## config.mk

```make
export PLATFORM = sky130hd
export DESIGN_NAME = cs161_control_fsm
export DESIGN_NICKNAME = d
export VERILOG_FILES = /design/src/rtl/cs161_ctrl_pkg.sv /design/src/rtl/cs161_main_decoder.sv /design/src/rtl/cs161_control_fsm.sv
export SDC_FILE = /design/constraint.sdc
export NUM_CORES = 1
export LEC_CHECK = 0
export BUFFER_PORTS_ARGS = -buffer_cell sky130_fd_sc_hd__buf_2
export CELL_PAD_IN_SITES_DETAIL_PLACEMENT = 1
export CELL_PAD_IN_SITES_GLOBAL_PLACEMENT = 2
export CORE_ASPECT_RATIO = 0.8
export CORE_UTILIZATION = 26
export CTS_CLUSTER_DIAMETER = 200
export DETAILED_ROUTE_END_ITERATION = 6
export HOLD_SLACK_MARGIN = 0.05
export PLACE_DENSITY = 0.72
export SYNTH_ARGS = -nofsm -noshare
export SYNTH_HDL_FRONTEND = slang
export SYNTH_SLANG_ARGS = --single-unit
```

## constraint.sdc

```tcl
create_clock -name clk -period 2.14 [get_ports clk]
set_input_delay 0.428 -clock clk [delete_from_list [all_inputs] [get_ports clk]]
set_output_delay 0.428 -clock clk [all_outputs]
set_load 0.01 [all_outputs]
```

## src/rtl/cs161_ctrl_pkg.sv

```systemverilog
// Shared constants for the cs161 multi-cycle control unit: opcodes, FSM states,
// ALU op classes and the datapath control bundle.
package cs161_ctrl_pkg;

  localparam logic [5:0] OP_RTYPE = 6'h00;
  localparam logic [5:0] OP_LW    = 6'h23;
  localparam logic [5:0] OP_SW    = 6'h2B;
  localparam logic [5:0] OP_BEQ   = 6'h04;
  localparam logic [5:0] OP_ADDI  = 6'h08;

  localparam logic [3:0] ALUOP_ADD   = 4'b0000;
  localparam logic [3:0] ALUOP_SUB   = 4'b0001;
  localparam logic [3:0] ALUOP_RTYPE = 4'b0010;

  typedef enum logic [2:0] {
    ST_FETCH  = 3'd0,
    ST_DECODE = 3'd1,
    ST_EXEC   = 3'd2,
    ST_MEM    = 3'd3,
    ST_WB     = 3'd4
  } state_t;

  typedef struct packed {
    logic       is_r;
    logic       is_lw;
    logic       is_sw;
    logic       is_beq;
    logic       is_addi;
    logic       legal;
  } dec_t;

  typedef struct packed {
    logic       reg_dst;
    logic       branch;
    logic       pc_branch;
    logic       mem_read;
    logic       mem_to_reg;
    logic [3:0] alu_op;
    logic       mem_write;
    logic       alu_src;
    logic       reg_write;
    logic       pc_write;
    logic       ir_write;
  } ctrl_t;

endpackage

```

## src/rtl/cs161_main_decoder.sv

```systemverilog
// Opcode classifier: maps a 6-bit MIPS opcode onto the instruction classes the
// control FSM sequences.
import cs161_ctrl_pkg::*;

module cs161_main_decoder (
  input  logic [5:0] op,
  output dec_t       dec
);

  always_comb begin
    dec         = '0;
    dec.is_r    = (op == OP_RTYPE);
    dec.is_lw   = (op == OP_LW);
    dec.is_sw   = (op == OP_SW);
    dec.is_beq  = (op == OP_BEQ);
    dec.is_addi = (op == OP_ADDI);
    dec.legal   = dec.is_r | dec.is_lw | dec.is_sw | dec.is_beq | dec.is_addi;
  end

endmodule

```

## src/rtl/cs161_control_fsm.sv

```systemverilog
// Multi-cycle main control for the cs161 MIPS datapath: FETCH/DECODE/EXEC/MEM/WB
// sequencing with memory-ready stalls, retired-instruction counter and sticky illegal flag.
//
// state  | meaning
// FETCH  | read instruction memory; load PC+4 and IR when mem_ready
// DECODE | latch opcode, reject unsupported opcodes
// EXEC   | ALU operation; BEQ resolves and retires here
// MEM    | data memory access for LW/SW, held until mem_ready
// WB     | register file write, retire
import cs161_ctrl_pkg::*;

module cs161_control_fsm #(
  parameter int CNT_WIDTH = 32
) (
  input  logic                 clk,
  input  logic                 rst,
  input  logic [5:0]           instr_op,
  input  logic [5:0]           funct,
  input  logic                 alu_zero,
  input  logic                 mem_ready,
  output logic                 reg_dst,
  output logic                 branch,
  output logic                 pc_branch,
  output logic                 mem_read,
  output logic                 mem_to_reg,
  output logic [3:0]           alu_op,
  output logic                 mem_write,
  output logic                 alu_src,
  output logic                 reg_write,
  output logic                 pc_write,
  output logic                 ir_write,
  output logic [2:0]           state_out,
  output logic [CNT_WIDTH-1:0] instr_retired,
  output logic                 illegal_op
);

  state_t     state_q, state_d;
  logic [5:0] op_q;
  logic [5:0] dec_op;
  dec_t       dec;
  ctrl_t      ctl, ctl_out;
  logic       retire;
  logic       illegal_set;
  logic       unused_funct;

  assign unused_funct = ^funct;

  // DECODE classifies the live opcode; later states use the latched copy
  assign dec_op = (state_q == ST_DECODE) ? instr_op : op_q;

  cs161_main_decoder u_dec (
    .op  (dec_op),
    .dec (dec)
  );

  always_comb begin
    ctl         = '0;
    state_d     = state_q;
    retire      = 1'b0;
    illegal_set = 1'b0;
    case (state_q)
      ST_FETCH: begin
        ctl.mem_read = 1'b1;
        if (mem_ready) begin
          ctl.pc_write = 1'b1;
          ctl.ir_write = 1'b1;
          state_d      = ST_DECODE;
        end
      end
      ST_DECODE: begin
        if (dec.legal) begin
          state_d = ST_EXEC;
        end else begin
          illegal_set = 1'b1;
          state_d     = ST_FETCH;
        end
      end
      ST_EXEC: begin
        if (dec.is_r) begin
          ctl.alu_op = ALUOP_RTYPE;
          state_d    = ST_WB;
        end else if (dec.is_beq) begin
          ctl.alu_op    = ALUOP_SUB;
          ctl.branch    = 1'b1;
          ctl.pc_branch = alu_zero;
          retire        = 1'b1;
          state_d       = ST_FETCH;
        end else begin
          ctl.alu_op  = ALUOP_ADD;
          ctl.alu_src = 1'b1;
          state_d     = (dec.is_lw | dec.is_sw) ? ST_MEM : ST_WB;
        end
      end
      ST_MEM: begin
        ctl.alu_op    = ALUOP_ADD;
        ctl.alu_src   = 1'b1;
        ctl.mem_read  = dec.is_lw;
        ctl.mem_write = ~dec.is_lw;
        if (mem_ready) begin
          if (dec.is_lw) begin
            state_d = ST_WB;
          end else begin
            retire  = 1'b1;
            state_d = ST_FETCH;
          end
        end
      end
      ST_WB: begin
        ctl.reg_write  = 1'b1;
        ctl.reg_dst    = dec.is_r;
        ctl.alu_op     = dec.is_r ? ALUOP_RTYPE : ALUOP_ADD;
        ctl.alu_src    = dec.is_addi;
        ctl.mem_to_reg = dec.is_lw;
        retire         = 1'b1;
        state_d        = ST_FETCH;
      end
      default: state_d = ST_FETCH;
    endcase
  end

  always_ff @(posedge clk) begin
    if (rst) begin
      state_q       <= ST_FETCH;
      op_q          <= '0;
      instr_retired <= '0;
      illegal_op    <= 1'b0;
    end else begin
      state_q <= state_d;
      if (state_q == ST_DECODE) op_q <= instr_op;
      if (retire) instr_retired <= instr_retired + 1'b1;
      if (illegal_set) illegal_op <= 1'b1;
    end
  end

  // reset silences the datapath immediately, before the state register clears
  assign ctl_out   = rst ? '0 : ctl;
  assign reg_dst    = ctl_out.reg_dst;
  assign branch     = ctl_out.branch;
  assign pc_branch  = ctl_out.pc_branch;
  assign mem_read   = ctl_out.mem_read;
  assign mem_to_reg = ctl_out.mem_to_reg;
  assign alu_op     = ctl_out.alu_op;
  assign mem_write  = ctl_out.mem_write;
  assign alu_src    = ctl_out.alu_src;
  assign reg_write  = ctl_out.reg_write;
  assign pc_write   = ctl_out.pc_write;
  assign ir_write   = ctl_out.ir_write;
  assign state_out  = state_q;

endmodule

```

==> summary.txt, run 1 <==
Setup path
  • Startpoint class of the critical path: register
  • Reg2Reg Depth: 8
  • Worst reg2reg path startpoint: op_q[0]
  • Crit-path max FO: 3
  • WS Path Type: reg -> out
  • Crit path arrival time: about 2.1 ns
  • Worst R2R End: instr_retired[30]
  • Crit end category: output port
  • R2R setup slack: -0.30 ns
  • Critical Path RT: about 1.7 ns

Timing
  • Worst hold slack: roughly 0.4 ns
  • Period utilization: 116%
  • Final setup vio count: 38
  • Min Clock Period, post-route: 2.48 ns
  • RSZ-0062 raised after global routing: yes
  • Hold Vio Cnt, Final: 0
  • Total Negative Setup Slacks: -7.11 ns
  • Final setup slack of the worst path: -0.344 ns
  • Layout Skew: 0.0138 ns
  • Maximum clock frequency: 0.402 GHz
  • Slew Viols, Final: 0

Drt
  • Total Wirelength: 7.16 mm
  • Iteration-0 DRC Markers: 99
  • Via count: ~2400
  • DRC viols: 0
  • First-pass detailed-route iteration total: 4
  • Vias per std cell: 5.02
  • DRT antenna net count: 0
  • Routed len/inst: around 15 um

Synth
  • Top post-synthesis cells by count: dfxtp_1, a21oi_1, nand2_1, o21ai_0, or3_1
  • Cells after synthesis: between 200 and 300
  • Yosys cell types: 45
  • Flops & latches, synth: 42
  • Sequential area share after synthesis: 37.8%
  • Average size of a mapped cell: 7.95 sq um
  • Area leader, netlist: dfxtp_1
  • Synth area leaders: dfxtp_1, a21oi_1, or3_1, o21ai_0, nand2_1
  • Yosys top cell area share: 37.8%
  • Post-synth ARST share: 0%
  • Cell Area, Synth: 2230 sq um
  • Count leader, synth: dfxtp_1
  • Yosys warnings: 0
  • Number of flops mapped to enable cells by yosys: 0
  • Top_reg_cell synth: dfxtp_1

Worst hold path
  • Min-Delay Endpoint: op_q[3]
  • Hold-critical path depth: 3
  • Worst Hold Class: in -> reg
  • Hold path startpoint: instr_op[3]

Run status
  • Status: finished with violations
  • Failing checks: setup timing

Layout
  • Post-Layout Cell Count: a little under 500
  • Layout area overhead: 50.8%
  • Multi-input logic area: between 1000 and 1500 sq um
  • Final net count: 397
  • Share of layout cells above drive strength 1: 46.6%
  • Number of fill cells: 1000
  • Storage cell area: 851 sq um
  • Final core occ: between 40% and 50%
  • Final Instance Area: 3360 sq um
  • # diodes: 0

Clocking
  • Hold Buf Count CTS: 0
  • Clock transition at path regs: 0.09 ns
  • H-tree depth: 2
  • CTS root buffer: clkbuf_8
  • CTS tree: built
  • Skew-Pair Late Insertion Delay: 0.29 ns
  • TritonCTS Buffers: 5
  • Clk buf depth: 2
  • CTS sink cnt: 42

Floorplanning
  • Initial core utilization: ~27%
  • Die area: 8940 sq um
  • Die X: 105 um
  • Core area: 8130 sq um
  • Die Ht: 84.8 um
  • Num rows: 29
  • IO Pins: 66

Global route
  • Pin count of the biggest net entering global routing: 28
  • All-Layer GR Usage: 16.5%
  • Initial antenna violation count: 0
  • First-pass GRT wire length: 11.8 mm
  • GRT overflow: 0
  • Vias in the first global route: 2463

Placement
  • PortBufs: 57
  • Dpl hpwl: 5.11 mm
  • DP Worst Slack: -0.136 ns
  • Placed insts: about 470
  • Area after DPL: 2920 sq um
  • Routability cong.: between 0.7 and 0.8

Pwr
  • Maximum vdd ir drop: roughly 220 uV
  • Pleak: 1.35 nW
  • PwrDens: 497 nW/um^2
  • Design Power: 1.67 mW

Run
  • Max-cap violations: 0
sequential cells by signal, summed over array words and instances, names as in the netlist:
signal         cells
instr_retired     32
op_q               6
illegal_op         1
state_out          3
worst max path at each step:
stage             from        end  depth (start not counted)
2_1_floorplan  op_q[1]  pc_branch                          4
3_5_place_dp   op_q[1]  pc_branch                          5
5_1_grt        op_q[0]  pc_branch                          5
4_1_cts        op_q[0]  pc_branch                          5
6_report       op_q[0]  pc_branch                          5
3_3_place_gp   op_q[1]  pc_branch                          5
timing repair:
| item | in CTS | in global routing |
|---|---|---|
| cloned | 1 | 0 |
| setup buffers | 9 | 4 |
| pin swaps | 10 | 20 |
| endpoints found under the setup margin | 34 | 40 |
| resized for setup | 19 | 33 |
logic make-up after synthesis:
logic type / after synthesis / share of synthesized area, %
compound gates: 81 / 22.7
fa+ha+maj: 1 / 0.562
mux: 3 / 1.41
other cells: 1 / 0.168
buf+inv: 31 / 6.13
flops: 42 / 37.8
xor+xnor: 2 / 0.787
simple gates: 119 / 30.5
layer usage:
| metal | GRT usage [%] | part of all wire (%) | vias to the layer above |
|---|---|---|---|
| met5 | 0 | 0 | - |
| met4 | 3.84 | 0.71 | 0 |
| met3 | 3.11 | 2.3 | 4 |
| met2 | 26.0 | 46 | 26 |
| met1 | 23.1 | 51 | 1196 |
| li1 | - | - | 1223 |
where the power goes:
part	total [mW]	switching, mW	internal, mW
combinational	0.218	0.124	0.0945
sequential	0.804	0.00976	0.794
clock	0.646	0.272	0.374
layout make-up:
cell class / count / share of cell area [%]
Clock inverter: 1 / 0.895
Tap cell: 108 / 4.03
Clock buffer: 6 / 2.46
Inverter: 14 / 1.57
Sequential cell: 42 / 25.3
Timing Repair Buffer: 109 / 21.5
Multi-Input combinational cell: 208 / 44.2
cell usage in the layout (no fill, tap or decap), drive strengths merged, types with 11 or more instances in the layout:
cell type	n
nor2	16
o21ai	21
dfxtp	42
nand2	24
or4	14
inv	14
a21oi	37
o31ai	11
or3	20
buf	109
critical path, stage by stage (launching register included):
cell and delay [ns]:
dfxtp_2 0.33, or4_4 0.55, or4_4 0.52, nor3_4 0.13, and2_4 0.16, buf_6 0.09
Power figures use the tool's default switching activity.
==> inputs of run 2 (changes only) <==
==> constraint.sdc (replaced) <==
create_clock -name clk -period 2.14 [get_ports clk]
set_input_delay 0.107 -clock clk [delete_from_list [all_inputs] [get_ports clk]]
set_output_delay 0.107 -clock clk [all_outputs]
set_load 0.01 [all_outputs]
==> run 2 against run 1 <==
The run still ends with setup timing left. Sequential share of layout area down 0.84 points. Largest cell class unchanged. Sequential power about the same. Wire length up 11%. Hold slack worse by 0.33 ns. Die area unchanged. Design area up 3.1%. Critical endpoint unchanged. Non-clock buffer count up 2. Sequential cell count unchanged. Global-route usage up 1.9 points.
==> summary.txt, run 2 (synthesized netlist as in run 1, its figures left out) <==
Run status
  • Status: finished with violations
  • Failing checks: setup timing

Layout
  • Final net count: 399 (+0.50%)
  • Max reg flops: 32 (unchanged)
  • Share of layout cells above drive strength 1: 46.6% (about the same)
  • Post-Layout Cell Count: 490 (+0.41%)
  • Commonest cells after routing, fill and taps aside: buf_2, buf_4, dfxtp_1
  • Largest Register: instr_retired
  • Most common cell after layout, fill and taps aside: buf_2
  • Final core occ: 42.6% (+1.3 points)
  • Layout area overhead: 55.5%
  • # diodes: 0 (unchanged)
  • Final Instance Area: 3460 sq um (+3.1%)

Run
  • Max-cap violations: 0 (unchanged)

Timing
  • Max transition margin: 51.4%
  • Min Clock Period, post-route: 2.33 ns (-0.155 ns)
  • Final setup slack of the worst path: -0.189 ns (+0.155 ns)
  • Final setup vio count: 22 (-42%)
  • Maximum clock frequency: 0.429 GHz (+6.7%)
  • Hold Vio Cnt, Final: 0 (unchanged)
  • Slew Viols, Final: 0 (unchanged)
  • RSZ-0062 raised after global routing: yes
  • Worst hold slack: 0.0714 ns (-0.328 ns)
  • Layout Skew: 0.00637 ns (-0.00740 ns)
  • Period utilization: 109% (-7.3 points)
  • Total Negative Setup Slacks: -1.71 ns (+5.41 ns)
  • Slew at the pin closest to its max-slew limit: 0.729 ns

Global route
  • First-pass GRT wire length: 12.9 mm (+8.6%)
  • Initial antenna violation count: 0 (unchanged)
  • GRT overflow: 0 (unchanged)
  • Pin count of the biggest net entering global routing: 35 (+25%)
  • Vias in the first global route: 2529 (+2.7%)
  • All-Layer GR Usage: 18.3% (+1.9 points)

Setup path
  • Reg2Reg Depth: 7 (-1)
  • Largest stage delay, worst path: 0.56 ns (about the same)
  • Top cell by count, worst path: or4_4
  • Critical Path RT: 2.03 ns (+0.32 ns)
  • WS Path Type: reg -> out
  • Family with the most delay on the worst path: simple AND/OR/NAND/NOR gates
  • Worst-path cell chain: or4_4 -> buf_6 -> or4_4 -> nor3_4 -> and2_1 -> buf_2
  • Worst R2R End: instr_retired[30]
  • Worst reg2reg path startpoint: op_q[0]
  • Crit-path max FO: 3 (unchanged)
  • CP max-delay cell: or4_4
  • Crit path buffers/inverters: 2 (+1)
  • Crit path arrival time: 2.22 ns (+0.16 ns)
  • Crit end category: output port
  • R2R setup slack: -0.11 ns (+0.19 ns)
  • Startpoint class of the critical path: register

Floorplanning
  • Die Ht: 84.8 um (unchanged)
  • Die X: 105 um (unchanged)
  • Core area: 8130 sq um (unchanged)
  • Die area: 8940 sq um (unchanged)
  • Initial core utilization: 27.4% (unchanged)
  • Num rows: 29 (unchanged)
  • IO Pins: 66 (unchanged)

Placement
  • Dpl hpwl: 5.26 mm (+3.0%)
  • Area after DPL: 2910 sq um (-0.64%)
  • DP Worst Slack: -0.161 ns (-0.0252 ns)
  • Routability cong.: 0.771 (+6.1%)
  • Placed insts: 468 (unchanged)
  • PortBufs: 57 (unchanged)

Drt
  • Iteration-0 DRC Markers: 89 (-10%)
  • Vias per std cell: 5.19 (+3.4%)
  • Via count: 2543 (+3.8%)
  • First-pass detailed-route iteration total: 4 (unchanged)
  • DRT antenna net count: 0 (unchanged)
  • Total Wirelength: 7.95 mm (+11%)
  • DRC viols: 0 (unchanged)
  • Routed len/inst: 16.2 um (+11%)

Clocking
  • Clock transition at path regs: 0.08 ns (about the same)
  • Hold Buf Count CTS: 0 (unchanged)
  • CTS sink cnt: 42 (unchanged)
  • TritonCTS Buffers: 5 (unchanged)
  • CTS root buffer: clkbuf_8
  • Clk buf depth: 2 (unchanged)
  • Skew-Pair Late Insertion Delay: 0.30 ns (about the same)
  • CTS tree: built
  • H-tree depth: 2 (unchanged)

Pwr
  • Maximum vdd ir drop: 299 uV (+36%)
  • PwrDens: 490 nW/um^2 (-1.4%)
  • Design Power: 1.70 mW (+1.7%)
  • Pleak: 1.41 nW (+4.6%)

Worst hold path
  • Worst Hold Class: in -> reg
  • Hold-critical path depth: 3 (unchanged)
  • Hold path startpoint: instr_op[3]
  • Min-Delay Endpoint: op_q[3]
==> run 2: cell types whose count changed in the layout (fill, tap and decap cells not counted), moves of 2 or more <==
cell,delta
a21oi_2,-2
or3_1,-3
buf_4,-5
dfxtp_1,+2
or3_4,+3
buf_12,+3
o21ai_0,-3
o21ai_1,+3
a21oi_1,+2
dfxtp_2,-2
==> run 2: timing repair <==
item,in CTS,in global routing
buffers inserted,9,4
gates cloned,3,0
gates resized for setup,25,40
endpoints found under the setup margin,28,37
pin swaps,44,6
==> run 2: layout make-up <==
class                           count  area (sq um)
Fill cell                         991          4670
Tap cell                          108           135
Multi-Input combinational cell    208          1500
Clock buffer                        6          82.6
Clock inverter                      1          30.0
Sequential cell                    42           848
Inverter                           14          52.6
Timing Repair Buffer              111           813
==> run 2: worst max-delay path by stage <==
stage,from,end,slack [ns],depth (start not counted)
6_report,op_q[0],pc_branch,-0.19,6
5_1_grt,op_q[0],pc_branch,-0.27,6
4_1_cts,op_q[0],pc_branch,-0.20,6
3_5_place_dp,op_q[4],instr_retired[25],-0.16,6
3_3_place_gp,op_q[4],instr_retired[25],-0.08,6
2_1_floorplan,instr_retired[5],instr_retired[19],-0.07,5
==> run 2: report_power, final <==
part           internal (mW)  switching (mW)
combinational          0.113           0.128
sequential             0.794         0.00937
clock                  0.374           0.279
total                   1.28           0.416
==> run 2: tightest hold or removal path: cells and delay by family <==
kind,cells,cell delay [ns]
compound gates,1,0.05
buf+inv,1,0.12
simple gates,1,0.05
==> run 2: routing by layer <==
| layer | vias up | track usage (%) | share of wire [%] | routed length (um) |
|---|---|---|---|---|
| li1 | 1226 | - | - | - |
| met1 | 1270 | 25.4 | 49 | 3860 |
| met2 | 42 | 29.2 | 47 | 3720 |
| met3 | 5 | 3.26 | 3.5 | 281 |
| met4 | 0 | 4.99 | 1.2 | 92 |
| met5 | - | 0 | 0 | 0 |
